`src/rtl/hps_rst_seq_pkg.sv`:
```
// Shared types and constants for the HPS reset sequencer.
package hps_rst_seq_pkg;

  typedef enum logic [1:0] {
    ST_IDLE     = 2'd0,
    ST_PULSE    = 2'd1,
    ST_WAIT_H2F = 2'd2,
    ST_HOLDOFF  = 2'd3
  } state_e;

  // Encoding is visible on last_src, so the values are fixed.
  typedef enum logic [1:0] {
    SRC_NONE  = 2'd0,
    SRC_COLD  = 2'd1,
    SRC_WARM  = 2'd2,
    SRC_DEBUG = 2'd3
  } src_e;

  localparam int unsigned REQ_COLD  = 0;
  localparam int unsigned REQ_WARM  = 1;
  localparam int unsigned REQ_DEBUG = 2;

  localparam int unsigned CNT_W_DEF = 26;

  // Fixed priority: cold > warm > debug.
  function automatic src_e pick_src(input logic [2:0] req);
    if (req[REQ_COLD])       return SRC_COLD;
    else if (req[REQ_WARM])  return SRC_WARM;
    else if (req[REQ_DEBUG]) return SRC_DEBUG;
    else                     return SRC_NONE;
  endfunction

  // Request bit belonging to a source.
  function automatic logic [2:0] src_mask(input src_e s);
    case (s)
      SRC_COLD:  return 3'b001;
      SRC_WARM:  return 3'b010;
      SRC_DEBUG: return 3'b100;
      default:   return 3'b000;
    endcase
  endfunction

endpackage

```
`src/rtl/hps_reset_sequencer_if.sv`:
```
// Request/reset-line bundle between the request sources, the sequencer
// and the HPS f2h/h2f reset pins.
interface hps_reset_sequencer_if;
  logic [2:0] reset_req;          // [0]cold [1]warm [2]debug, request levels
  logic       h2f_reset_n;        // from HPS, asynchronous to clk
  logic       cold_reset_req_n;
  logic       warm_reset_req_n;
  logic       debug_reset_req_n;
  logic       busy;
  logic [1:0] last_src;
  logic       ack_timeout;

  // Request side / HPS model.
  modport master (
    output reset_req, h2f_reset_n,
    input  cold_reset_req_n, warm_reset_req_n, debug_reset_req_n,
           busy, last_src, ack_timeout
  );

  // Sequencer side.
  modport slave (
    input  reset_req, h2f_reset_n,
    output cold_reset_req_n, warm_reset_req_n, debug_reset_req_n,
           busy, last_src, ack_timeout
  );
endinterface

```
`src/rtl/hps_rst_seq_sync.sv`:
```
// Generic 2-FF level synchronizer with a configurable reset value.
module hps_rst_seq_sync #(
  parameter logic RST_VAL = 1'b1
) (
  input  logic clk,
  input  logic rst,
  input  logic d_i,
  output logic q_o
);

  logic [1:0] sync_q;

  // Two-stage shift into the clk domain.
  always_ff @(posedge clk) begin
    if (rst) sync_q <= {2{RST_VAL}};
    else     sync_q <= {sync_q[0], d_i};
  end

  assign q_o = sync_q[1];

endmodule

```
`src/rtl/hps_reset_sequencer.sv`:
```
// HPS reset sequencer: converts request-level rising edges into f2h
// cold/warm/debug reset pulses, one at a time by priority, then waits for
// the h2f_reset_n handshake (cold/warm) and a holdoff before accepting more.
// Optional feature macro: HPS_RST_SEQ_PENDING_EN (remember unserved edges).
module hps_reset_sequencer
  import hps_rst_seq_pkg::*;
#(
  parameter int unsigned COLD_PULSE  = 6,
  parameter int unsigned WARM_PULSE  = 2,
  parameter int unsigned DEBUG_PULSE = 32,
  parameter int unsigned HOLDOFF     = 1024,
  parameter int unsigned ACK_TIMEOUT = 50000000,
  parameter int unsigned CNT_W       = CNT_W_DEF
) (
  input  logic                  clk,
  input  logic                  rst,
  hps_reset_sequencer_if.slave  bus
);

  localparam logic [CNT_W-1:0] LD_COLD  = CNT_W'(COLD_PULSE - 1);
  localparam logic [CNT_W-1:0] LD_WARM  = CNT_W'(WARM_PULSE - 1);
  localparam logic [CNT_W-1:0] LD_DEBUG = CNT_W'(DEBUG_PULSE - 1);
  localparam logic [CNT_W-1:0] LD_HOLD  = CNT_W'(HOLDOFF - 1);
  localparam logic [CNT_W-1:0] LD_ACK   = CNT_W'(ACK_TIMEOUT - 1);

  logic [2:0]       req_q;
  logic [2:0]       rise;
  logic [2:0]       cand;
  src_e             start_src;
  logic             h2f_s;

  state_e           state_q;
  logic [CNT_W-1:0] cnt_q;
  logic             seen_low_q;
  src_e             last_src_q;
  logic             cold_n_q;
  logic             warm_n_q;
  logic             debug_n_q;
  logic             busy_q;
  logic             ack_timeout_q;

  function automatic logic [CNT_W-1:0] pulse_load(input src_e s);
    case (s)
      SRC_COLD: return LD_COLD;
      SRC_WARM: return LD_WARM;
      default:  return LD_DEBUG;
    endcase
  endfunction

  hps_rst_seq_sync #(
    .RST_VAL (1'b1)
  ) u_h2f_sync (
    .clk (clk),
    .rst (rst),
    .d_i (bus.h2f_reset_n),
    .q_o (h2f_s)
  );

  // Previous request levels; loaded during rst too so a level held through
  // reset produces no edge afterwards.
  always_ff @(posedge clk) begin
    req_q <= bus.reset_req;
  end

  assign rise = bus.reset_req & ~req_q;

`ifdef HPS_RST_SEQ_PENDING_EN
  logic [2:0] pending_q;

  // Arbitrate fresh edges together with remembered ones.
  always_comb begin
    cand      = rise | pending_q;
    start_src = pick_src(cand);
  end

  // Remember every edge not started; a cold start supersedes everything.
  always_ff @(posedge clk) begin
    if (rst) begin
      pending_q <= '0;
    end else if (state_q == ST_IDLE) begin
      if (start_src == SRC_COLD) pending_q <= '0;
      else                       pending_q <= cand & ~src_mask(start_src);
    end else begin
      pending_q <= pending_q | rise;
    end
  end
`else
  // Only fresh edges are arbitrated; losers are discarded.
  always_comb begin
    cand      = rise;
    start_src = pick_src(cand);
  end
`endif

  // Sequencer FSM with registered outputs.
  always_ff @(posedge clk) begin
    if (rst) begin
      state_q       <= ST_IDLE;
      cnt_q         <= '0;
      seen_low_q    <= 1'b0;
      last_src_q    <= SRC_NONE;
      cold_n_q      <= 1'b1;
      warm_n_q      <= 1'b1;
      debug_n_q     <= 1'b1;
      busy_q        <= 1'b0;
      ack_timeout_q <= 1'b0;
    end else begin
      case (state_q)
        ST_IDLE: begin
          if (start_src != SRC_NONE) begin
            state_q    <= ST_PULSE;
            busy_q     <= 1'b1;
            last_src_q <= start_src;
            cnt_q      <= pulse_load(start_src);
            cold_n_q   <= (start_src != SRC_COLD);
            warm_n_q   <= (start_src != SRC_WARM);
            debug_n_q  <= (start_src != SRC_DEBUG);
          end
        end

        ST_PULSE: begin
          if (cnt_q == '0) begin
            cold_n_q  <= 1'b1;
            warm_n_q  <= 1'b1;
            debug_n_q <= 1'b1;
            if (last_src_q == SRC_DEBUG) begin
              state_q <= ST_HOLDOFF;
              cnt_q   <= LD_HOLD;
            end else begin
              state_q    <= ST_WAIT_H2F;
              cnt_q      <= LD_ACK;
              seen_low_q <= 1'b0;
            end
          end else begin
            cnt_q <= cnt_q - CNT_W'(1);
          end
        end

        ST_WAIT_H2F: begin
          if (seen_low_q && h2f_s) begin
            state_q <= ST_HOLDOFF;
            cnt_q   <= LD_HOLD;
          end else if (cnt_q == '0) begin
            ack_timeout_q <= 1'b1;
            state_q       <= ST_HOLDOFF;
            cnt_q         <= LD_HOLD;
          end else begin
            cnt_q <= cnt_q - CNT_W'(1);
            if (!h2f_s) seen_low_q <= 1'b1;
          end
        end

        ST_HOLDOFF: begin
          if (cnt_q == '0) begin
            state_q <= ST_IDLE;
            busy_q  <= 1'b0;
          end else begin
            cnt_q <= cnt_q - CNT_W'(1);
          end
        end

        default: begin
          state_q <= ST_IDLE;
          busy_q  <= 1'b0;
        end
      endcase
    end
  end

  assign bus.cold_reset_req_n  = cold_n_q;
  assign bus.warm_reset_req_n  = warm_n_q;
  assign bus.debug_reset_req_n = debug_n_q;
  assign bus.busy              = busy_q;
  assign bus.last_src          = last_src_q;
  assign bus.ack_timeout       = ack_timeout_q;

endmodule

```
`src/flat_wrapper.sv`:
```
// flat-port wrapper written by rule: the top's interface ports become plain ports
module hps_reset_sequencer_flat import hps_rst_seq_pkg::*;
#(
  parameter int unsigned COLD_PULSE  = 6,
  parameter int unsigned WARM_PULSE  = 2,
  parameter int unsigned DEBUG_PULSE = 32,
  parameter int unsigned HOLDOFF     = 1024,
  parameter int unsigned ACK_TIMEOUT = 50000000,
  parameter int unsigned CNT_W       = CNT_W_DEF
)
  (clk, rst, bus_reset_req, bus_h2f_reset_n, bus_cold_reset_req_n, bus_warm_reset_req_n, bus_debug_reset_req_n, bus_busy, bus_last_src, bus_ack_timeout);
  hps_reset_sequencer_if bus_i ();
  input  logic clk;
  input  logic rst;
  input wire logic [$bits(bus_i.reset_req)-1:0] bus_reset_req;
  input wire logic [$bits(bus_i.h2f_reset_n)-1:0] bus_h2f_reset_n;
  output wire logic [$bits(bus_i.cold_reset_req_n)-1:0] bus_cold_reset_req_n;
  output wire logic [$bits(bus_i.warm_reset_req_n)-1:0] bus_warm_reset_req_n;
  output wire logic [$bits(bus_i.debug_reset_req_n)-1:0] bus_debug_reset_req_n;
  output wire logic [$bits(bus_i.busy)-1:0] bus_busy;
  output wire logic [$bits(bus_i.last_src)-1:0] bus_last_src;
  output wire logic [$bits(bus_i.ack_timeout)-1:0] bus_ack_timeout;
  assign bus_i.reset_req = bus_reset_req;
  assign bus_i.h2f_reset_n = bus_h2f_reset_n;
  assign bus_cold_reset_req_n = bus_i.cold_reset_req_n;
  assign bus_warm_reset_req_n = bus_i.warm_reset_req_n;
  assign bus_debug_reset_req_n = bus_i.debug_reset_req_n;
  assign bus_busy = bus_i.busy;
  assign bus_last_src = bus_i.last_src;
  assign bus_ack_timeout = bus_i.ack_timeout;
  hps_reset_sequencer #(.COLD_PULSE(COLD_PULSE), .WARM_PULSE(WARM_PULSE), .DEBUG_PULSE(DEBUG_PULSE), .HOLDOFF(HOLDOFF), .ACK_TIMEOUT(ACK_TIMEOUT), .CNT_W(CNT_W)) u_core (.clk(clk), .rst(rst), .bus(bus_i));
endmodule
```
`config.mk`:
```
export PLATFORM = sky130hd
export DESIGN_NAME = hps_reset_sequencer_flat
export DESIGN_NICKNAME = d
export VERILOG_FILES = /design/src/rtl/hps_rst_seq_pkg.sv /design/src/rtl/hps_reset_sequencer_if.sv /design/src/rtl/hps_rst_seq_sync.sv /design/src/rtl/hps_reset_sequencer.sv /design/src/flat_wrapper.sv
export SDC_FILE = /design/constraint.sdc
export NUM_CORES = 1
export LEC_CHECK = 0
export ABC_AREA = 1
export CORE_MARGIN = 10
export CORE_UTILIZATION = 55
export CTS_BUF_LIST = sky130_fd_sc_hd__clkbuf_8
export CTS_CLUSTER_SIZE = 40
export DETAILED_ROUTE_END_ITERATION = 12
export PLACE_DENSITY = 0.74
export RECOVER_POWER = 25
export SLEW_MARGIN = 5
export SYNTH_ARGS = -nofsm -noshare
export SYNTH_HDL_FRONTEND = slang
export SYNTH_HIERARCHICAL = 1
export SYNTH_SLANG_ARGS = --single-unit
```
`constraint.sdc`:
```
create_clock -name clk -period 2.35 [get_ports clk]
set_input_delay 0.3525 -clock clk [delete_from_list [all_inputs] [get_ports clk]]
set_output_delay 0.3525 -clock clk [all_outputs]
set_load 0.02 [all_outputs]
```
## Word level (Yosys, flattened, before mapping)

Index checks and enable logic that the tools add are counted.

- Register bits: 41
- Input port bits: 6
- Output and inout bits: 7
- Logic and storage cells: 81

- $add $sub $neg: 1
- Equal/unequal tests: 18
- Muxes and demuxes: 34
- Bitwise operators: 3
- Reductions and logical operators: 14

Operator list:

| kind | number |
|---|---|
| $mux W26 | 6 |
| $pmux W26 S4 | 1 |
| $logic_not A26 Y1 | 1 |
| $sub A26 B1 Y26 const B | 1 |
| $mux W2 | 8 |
| $ne A2 B2 Y1 const B | 7 |
| $mux W1 | 12 |
| $pmux W1 S2 | 5 |
| $pmux W5 S2 | 1 |
| $reduce_and A3 Y1 | 3 |
| $eq A2 B2 Y1 const B | 4 |
| $ne A2 B1 Y1 const B | 4 |
| $pmux W2 S4 | 1 |
| $reduce_bool A2 Y1 | 4 |
| $reduce_and A6 Y1 | 1 |
| $eq A2 B1 Y1 const B | 2 |
| $reduce_and A2 Y1 | 2 |
| $reduce_and A4 Y1 | 1 |
| $and A3 B3 Y3 | 1 |
| $ne A3 B1 Y1 const B | 1 |
| $not A3 Y3 | 1 |
| $logic_not A2 Y1 | 1 |
| $logic_and A1 B1 Y1 | 1 |
| $not A1 Y1 | 1 |

## Logic depth before layout (Yosys ltp)

- Depth after elaboration: 9
- Depth in mapped cells: 14
- Gate-level depth less buffers: 13

## Modules after synthesis

The synthesis kept the hierarchy.

Modules (own cells, without submodules):

| module | instances | cells an instance | area each (sq um) | seq. area each (sq um) |
|---|---|---|---|---|
| hps_reset_sequencer | 1 | 456 | 2757.6 | 780.7 |
| hps_rst_seq_sync | 1 | 7 | 58.8 | 40.0 |

## Worst setup path before layout

No wires, ideal clock.

- Path type: flip-flop to flip-flop
- From: register u_core.cnt_q[0]
- To: register u_core.cnt_q[23]
- Data arrival time: 1505 ps
- Required time: 2218 ps
- Path slack: 713 ps
- Cell stages (with the launch flop): 15
- Buffers on the path: 1
- Clock period less this slack: 1637 ps
- Cell sequence: dfxtp_1 inv_1 ha_1 nand2_1 nor2_1 nand2_1 nor2_4 nand2_4 nand2_4 nand2_2 buf_6 nand2_1 nand2_1 nand2_1 a21oi_1

- Cells in the longest elaborated chain, start to end: 4
- Elaborated cells on any way between the ends: 9
- Classes of those cells: add/sub (1); eq/ne (1); mux (5); reduce/logical (2)

RTL lines:

| item | RTL line | text |
|---|---|---|
| from (decl) | hps_reset_sequencer.sv:33 | `logic [CNT_W-1:0] cnt_q;` |
| from (signal assigned) | hps_reset_sequencer.sv:114 | `cnt_q <= pulse_load(start_src);` |
| from (signal assigned) | hps_reset_sequencer.sv:135 | `cnt_q <= cnt_q - CNT_W'(1);` |
| from (signal assigned) | hps_reset_sequencer.sv:148 | `cnt_q <= cnt_q - CNT_W'(1);` |
| $sub A26 B1 Y26 / $logic_not A26 Y1 (equally long branches) | - |  |
| $mux W26 | hps_reset_sequencer.sv:143 | `end else if (cnt_q == '0) begin` |
| $mux W26 | hps_reset_sequencer.sv:140 | `if (seen_low_q && h2f_s) begin` |
| $pmux W26 S4 | hps_reset_sequencer.sv:108 | `case (state_q)` |

Parallel ways exist; a longest one is shown, timed or not. The select of a mux whose other input is x is not followed.
A chain may end at the register's enable or synchronous reset.

## Worst setup path after layout

- From: register u_core.cnt_q[0]
- To: register u_core.cnt_q[17]

Same word-level chain as after synthesis.

==> impl_metrics.yaml <==
sta:
  hold_viol: 0
  period_share_pct: 88.2
  fin_worst_skew_ns: 0.00785
  fin_crit_ns: 2.07
  slew_violations: 0
  fmax_mhz: 483
  hold_ws_ns: 0.417
  max_slew_margin_pct: 17.6
  max_slew.worst_pin.slew_ns: 1.24
  rsz0062_at_grt: "no"
  setup_viol: 0
  setup_tns_ns: 0
route:
  drtPass1Iterations: 5
  ant_nets: 0
  via_per_inst: 5.26
  wl_um: 6880
  wl_per_cell_um: 12.6
  route.detailed.drc: 0
  route.vias.total: 2860
  drtIter0Drc: 246
power:
  power_per_cell_area_nw_per_um2: 1440
  vdd_drop_max_v: 0.000954
  clock_power_share_pct: 11.9
  p_int_uw: 2070
  p_leak_uw: 0.00151
  power.switching_uw: 2360
  seq_power_share_pct: 22.3
  switching_share_pct: 53.2
  pwr-share-comb_pct: 65.8
cells_and_area:
  area_delta_synth_final_pct: 9.64
  fin_nets: 488
  layout_commonest_cell: "nand2_1"
  final_util_pct: 63.7
  stdcell_count: 544
  diodes: 0
  drive_above_1_share_pct: 9.01
  final_cell_mix: "154 x nand2_1, 57 x inv_1, 55 x nor2_1"
synthesis:
  synth_area_sq_um: 2820
  syn_inst: 463
  ys_ff_latch: 41
  synth.largest_area_cell: "dfxtp_1"
  synthTopCellsByArea: "dfxtp_1 29%, nand2_1 21%, inv_1 7.6%"
  synth_ff_type: "dfxtp_1"
  yosysWarnings: 6
  synth-async-reset-ratio_pct: 0
  synth-edff-count: 0
  syn_area_per_cell_sq_um: 6.08
  synth.distinct_cells: 33
  synthDominantCellAreaShare_pct: 29.1
  synth_fp_nets: 475
  ys_seq_area_share_pct: 29.1
critical_path:
  r2r_slack_ns: 0.28
  endpoint: "u_core/cnt_q[17]$_SDFFE_PP0P_"
  cpMostUsedCell: "nand2_1"
  setup.worst_path.end_class: "flop"
  crit_type: "flop to flop"
  critPathRequiredTime_ns: 2.48
  path_cells: "inv_1, ha_1, nand2_1, nor2_4, nand4_1, nand2_1, nand2_1, nand2_1, nand2_1, nand2_1, a21oi_1"
  reg2reg_depth: 11
  cp_slowest_cell: "dfxtp_1"
  crit_path_start: "u_core/cnt_q[0]$_SDFFE_PP0P_"
  crit_path_max_incr_delay_ns: 0.32
  reg2reg_from: "u_core/cnt_q[0]$_SDFFE_PP0P_"
  startpoint_type: "flop"
  cpLargestDelayFamily: "simple AND/OR/NAND/NOR gates"
  cp.arrival_ns: 2.20
  path_buf_inv: 1
  path_max_fanout: 11
  r2r-end: "u_core/cnt_q[17]$_SDFFE_PP0P_"
  crit_cells: 11
clock_network:
  numCtsBuffers: 5
  cts_max_level: 2
  clk_latency_ns: 0.29
  clockRootBuffer: "clkbuf_8"
  cts_setup_buffers: 0
  cts_tree: "done"
  clock_path_buffers: 2
  clock-sinks: 41
  clkTransAtPathRegs_ns: 0.09
floorplan:
  dieArea_sq_um: 8380
  ios: 13
  fp-row-count: 25
  die_width_um: 91.6
  core_region_area_sq_um: 4850
  chipHeight_um: 91.6
  initial_core_util_pct: 58.1
global_route:
  grt_pass1_vias: 2529
  track_usage_pct: 16.3
  overflow: 0
  grt_max_degree: 27
  antenna_found_initial: 0
  grt_pass1_wl_um: 11600
place:
  hpwl_um: 5160
  dp_cells: 536
  io_buffer_count: 12
  place.gp.congestion: 0.958
job:
  max-cap-violations: 0
worst_hold_path:
  holdCritPathClass: "flop to flop"
status:
  status: "completed"
==> what timing repair did <==
item                       in CTS  in global routing
setup endpoints to repair       0                  5
hold buffers                    0                  0
gates resized for setup         0                  1
==> stage by stage <==
stage	area (sq um)	setup WS (ns)	total power, uW
2_1_floorplan	2820	0.713	3320
3_3_place_gp	2980	0.111	3840
3_5_place_dp	2980	0.0416	3890
4_1_cts	3090	0.158	4440
5_1_grt	3090	0.0675	4890
6_report	3090	0.278	4440
==> cells by family (layout without fill, tap and decap cells) <==
| kind of cell | after synthesis | count (layout) | synth area share [%] |
|---|---|---|---|
| AND/OR/NAND/NOR | 275 | 275 | 43.4 |
| buffers and inverters | 73 | 87 | 10.8 |
| AO/OA/AOI/OAI | 60 | 60 | 11.5 |
| flip-flops | 41 | 41 | 29.1 |
| XOR/XNOR | 8 | 8 | 2.49 |
| adder cells (fa/ha/maj) | 6 | 6 | 2.67 |
==> final cells by class <==
cell class                 instances  area [sq um]
sequential                        41           821
clock buffer                       7          96.3
timing repair buffer              16           146
inverter                          63           236
tap                               67          83.8
fill                             460          1760
multi-input combinational        349          1700
clock inverter                     1          8.76
==> tightest hold or removal path, stage by stage, from the launching register on <==
cell and delay, ns:
dfxtp_1 0.31, inv_1 0.03, nand2_1 0.05
==> state kept, by name, indices dropped and copies added, names as in the netlist <==
register,count
u_core/cnt_q,26
u_core/req_q,3
u_core/bus.last_src,2
u_core/state_q,2
u_core/u_h2f_sync/sync_q,2
u_core/bus.ack_timeout,1
u_core/bus.busy,1
u_core/bus.cold_reset_req_n,1
u_core/bus.debug_reset_req_n,1
u_core/bus.warm_reset_req_n,1
u_core/seen_low_q,1
==> worst min path at each step <==
stage,slack (ns),from,endpoint,cells past startpoint
after floorplan,0.38,bus_reset_req[0],u_core/req_q[0]$_DFF_P_,0
after global placement,0.40,u_core/u_h2f_sync/sync_q[0]$_SDFF_PP1_,u_core/u_h2f_sync/sync_q[1]$_SDFF_PP1_,2
after detailed placement,0.40,u_core/u_h2f_sync/sync_q[0]$_SDFF_PP1_,u_core/u_h2f_sync/sync_q[1]$_SDFF_PP1_,2
after CTS,0.42,u_core/u_h2f_sync/sync_q[0]$_SDFF_PP1_,u_core/u_h2f_sync/sync_q[1]$_SDFF_PP1_,2
after global routing,0.44,u_core/u_h2f_sync/sync_q[0]$_SDFF_PP1_,u_core/u_h2f_sync/sync_q[1]$_SDFF_PP1_,2
final,0.42,u_core/u_h2f_sync/sync_q[0]$_SDFF_PP1_,u_core/u_h2f_sync/sync_q[1]$_SDFF_PP1_,2
==> power by group through the flow <==
stage          registers (uW)  logic (uW)  clock network [uW]
6_report                  988        2920                 530
5_1_grt                  1010        3300                 574
4_1_cts                   986        2910                 547
3_5_place_dp             1000        2890                   0
3_3_place_gp              998        2850                   0
2_1_floorplan            1010        2310                   0
==> synth_stat cells, types with 6 or more instances <==
master	number
a21oi_1	32
dfxtp_1	41
ha_1	6
inv_1	57
inv_2	6
nand2_1	154
nand2_2	6
nand3_1	24
nand4_1	8
nor2_1	55
nor2_2	6
o21ai_0	16
xor2_1	8
==> per-layer routing <==
metal	vias to the layer above	wire length, um	track usage (%)
met3	12	369	2.96
met5	-	0	0
met4	0	109	4.57
met1	1291	3270	21.5
met2	82	3130	26.4
li1	1475	-	-
No activity file was read; power rests on OpenSTA's default activity.
==> patch: new RTL, same settings <==
The option `HPS_RST_SEQ_PENDING_EN` is turned on by a define.
--- a/src/rtl/hps_reset_sequencer.sv
+++ b/src/rtl/hps_reset_sequencer.sv
@@ -2,6 +2,8 @@
 // cold/warm/debug reset pulses, one at a time by priority, then waits for
 // the h2f_reset_n handshake (cold/warm) and a holdoff before accepting more.
 // Optional feature macro: HPS_RST_SEQ_PENDING_EN (remember unserved edges).
+`define HPS_RST_SEQ_PENDING_EN
+
 module hps_reset_sequencer
   import hps_rst_seq_pkg::*;
 #(
Behaviour: same outputs for any inputs over 10 cycles, from zero or initial values and one cycle with rst high; that may be too few to reach the edited logic, so the function may still have changed.
==> patch against the original RTL <==
Total power is 4.3% higher; combinational power hardly changed; hold slack better by 0.0030 ns; sequential cell count rose by 3; die area is 2.7% lower; worst setup slack worse by 0.020 ns; area after synthesis decreased by 3.5%; via count is 6.2% lower; design area shrank 2.5%; wire length fell by 3.2%; largest power group unchanged.
==> patch: results (changes against the original RTL) <==
worst r2r path cells=10 (was 11); Highest Signal Layer=met4 (unchanged); wl on met1=3.16 mm (was 3.27 mm); Vias=2683 (was 2860); routed wl met2=3.05 mm (was 3.13 mm); Comb pwr share=62.8% (was 65.8%); syn nets=440 (was 475); Leak=1.45 nW (was 1.51 nW); largest registers=u_core/cnt_q x26, u_core/pending_q x3, u_core/req_q x3 (was u_core/cnt_q x26, u_core/req_q x3); Synth Area in Compound Gates=11.3% (was 11.5%); M1 GR Usage=22.3% (was 21.5%); Synth Area in Adders=2.76% (was 2.67%); routing usage on met2=26.2% (was 26.4%); outcome=finished clean (unchanged); Top delay family on crit path=buffers and inverters (was simple AND/OR/NAND/NOR gates); post-synthesis sequential area ratio=32.4% (was 29.1%); Initial DRC Count=240 (was 246); GRT Total Usage=16.5% (was 16.3%); worst slew pin tran=1.29 ns (was 1.24 ns); FILL cells=462 (was 460); post-DP HPWL=4.99 mm (was 5.16 mm); crit path max fanout=16 (was 11); Async SR Flop Fraction=0% (unchanged); CP peak stage delay=0.57 ns (was 0.32 ns); NumNets Final=452 (was 488); vias in the first global route=2413 (was 2529); Sequential Power Share=23.4% (was 22.3%); Final GP Congestion=0.915 (was 0.958); global-route wire length before repair=11.4 mm (was 11.6 mm); met3 demand-to-capacity share in global routing=3.16% (was 2.96%); DR WL/cell=13.1 µm (was 12.6 µm); switching power=2.35 mW (was 2.36 mW); reg-to-reg startpoint=u_core/state_q[0]$_SDFFE_PP0P_ (was u_core/cnt_q[0]$_SDFFE_PP0P_); clk_skew=0.00614 ns (was 0.00785 ns); worst vdd ir=0.846 mV (was 0.954 mV); Post-Synth XOR/XNOR Area=4.83% (was 2.49%)
[patch: changes by cell type in the layout (fill, tap and decap cells not counted), sizes merged, moves of 4 or more]
cell,delta
nand2,-37
inv,-13
dlygate4sd3,-4
clkdlybuf4s50,+4
xor2,+5
a21oi,-5
nand3,+8
[patch: how the worst max path moves through the flow]
stage                     slack (ns)  cells after the start                             to                           start
after detailed placement        0.12                     10  u_core/cnt_q[21]$_SDFFE_PP0P_                bus_reset_req[0]
after global routing             0.1                     10  u_core/cnt_q[21]$_SDFFE_PP0P_                bus_reset_req[0]
final                           0.26                     10  u_core/cnt_q[25]$_SDFFE_PP0P_                bus_reset_req[0]
after global placement          0.23                     10  u_core/cnt_q[18]$_SDFFE_PP0P_                bus_reset_req[0]
after CTS                       0.34                     10  u_core/cnt_q[21]$_SDFFE_PP0P_  u_core/state_q[0]$_SDFFE_PP0P_
after floorplan                 0.58                     11   u_core/cnt_q[7]$_SDFFE_PP0P_  u_core/state_q[0]$_SDFFE_PP0P_
[patch: layout make-up]
| class | instances | area, µm² | area share, % |
|---|---|---|---|
| Tap cell | 67 | 83.8 | 2.78 |
| Multi-Input combinational cell | 323 | 1590 | 52.8 |
| Clock inverter | 1 | 30.0 | 0.997 |
| Clock buffer | 7 | 96.3 | 3.20 |
| Sequential cell | 44 | 881 | 29.2 |
| Inverter | 51 | 191 | 6.36 |
| Timing Repair Buffer | 15 | 139 | 4.61 |
[patch: stage by stage]
step                hold WS (ns)  total power, mW  cell area (µm²)  setup WS (ns)  cells
global route               0.440             5.10             3010         0.0976    508
CTS                        0.425             4.62             3020          0.338    508
finish                     0.420             4.63             3010          0.258    508
detailed placement         0.403             3.95             2890          0.121    500
floorplan                  0.380             3.32             2720          0.582    428
global placement           0.393             3.93             2890          0.231    500
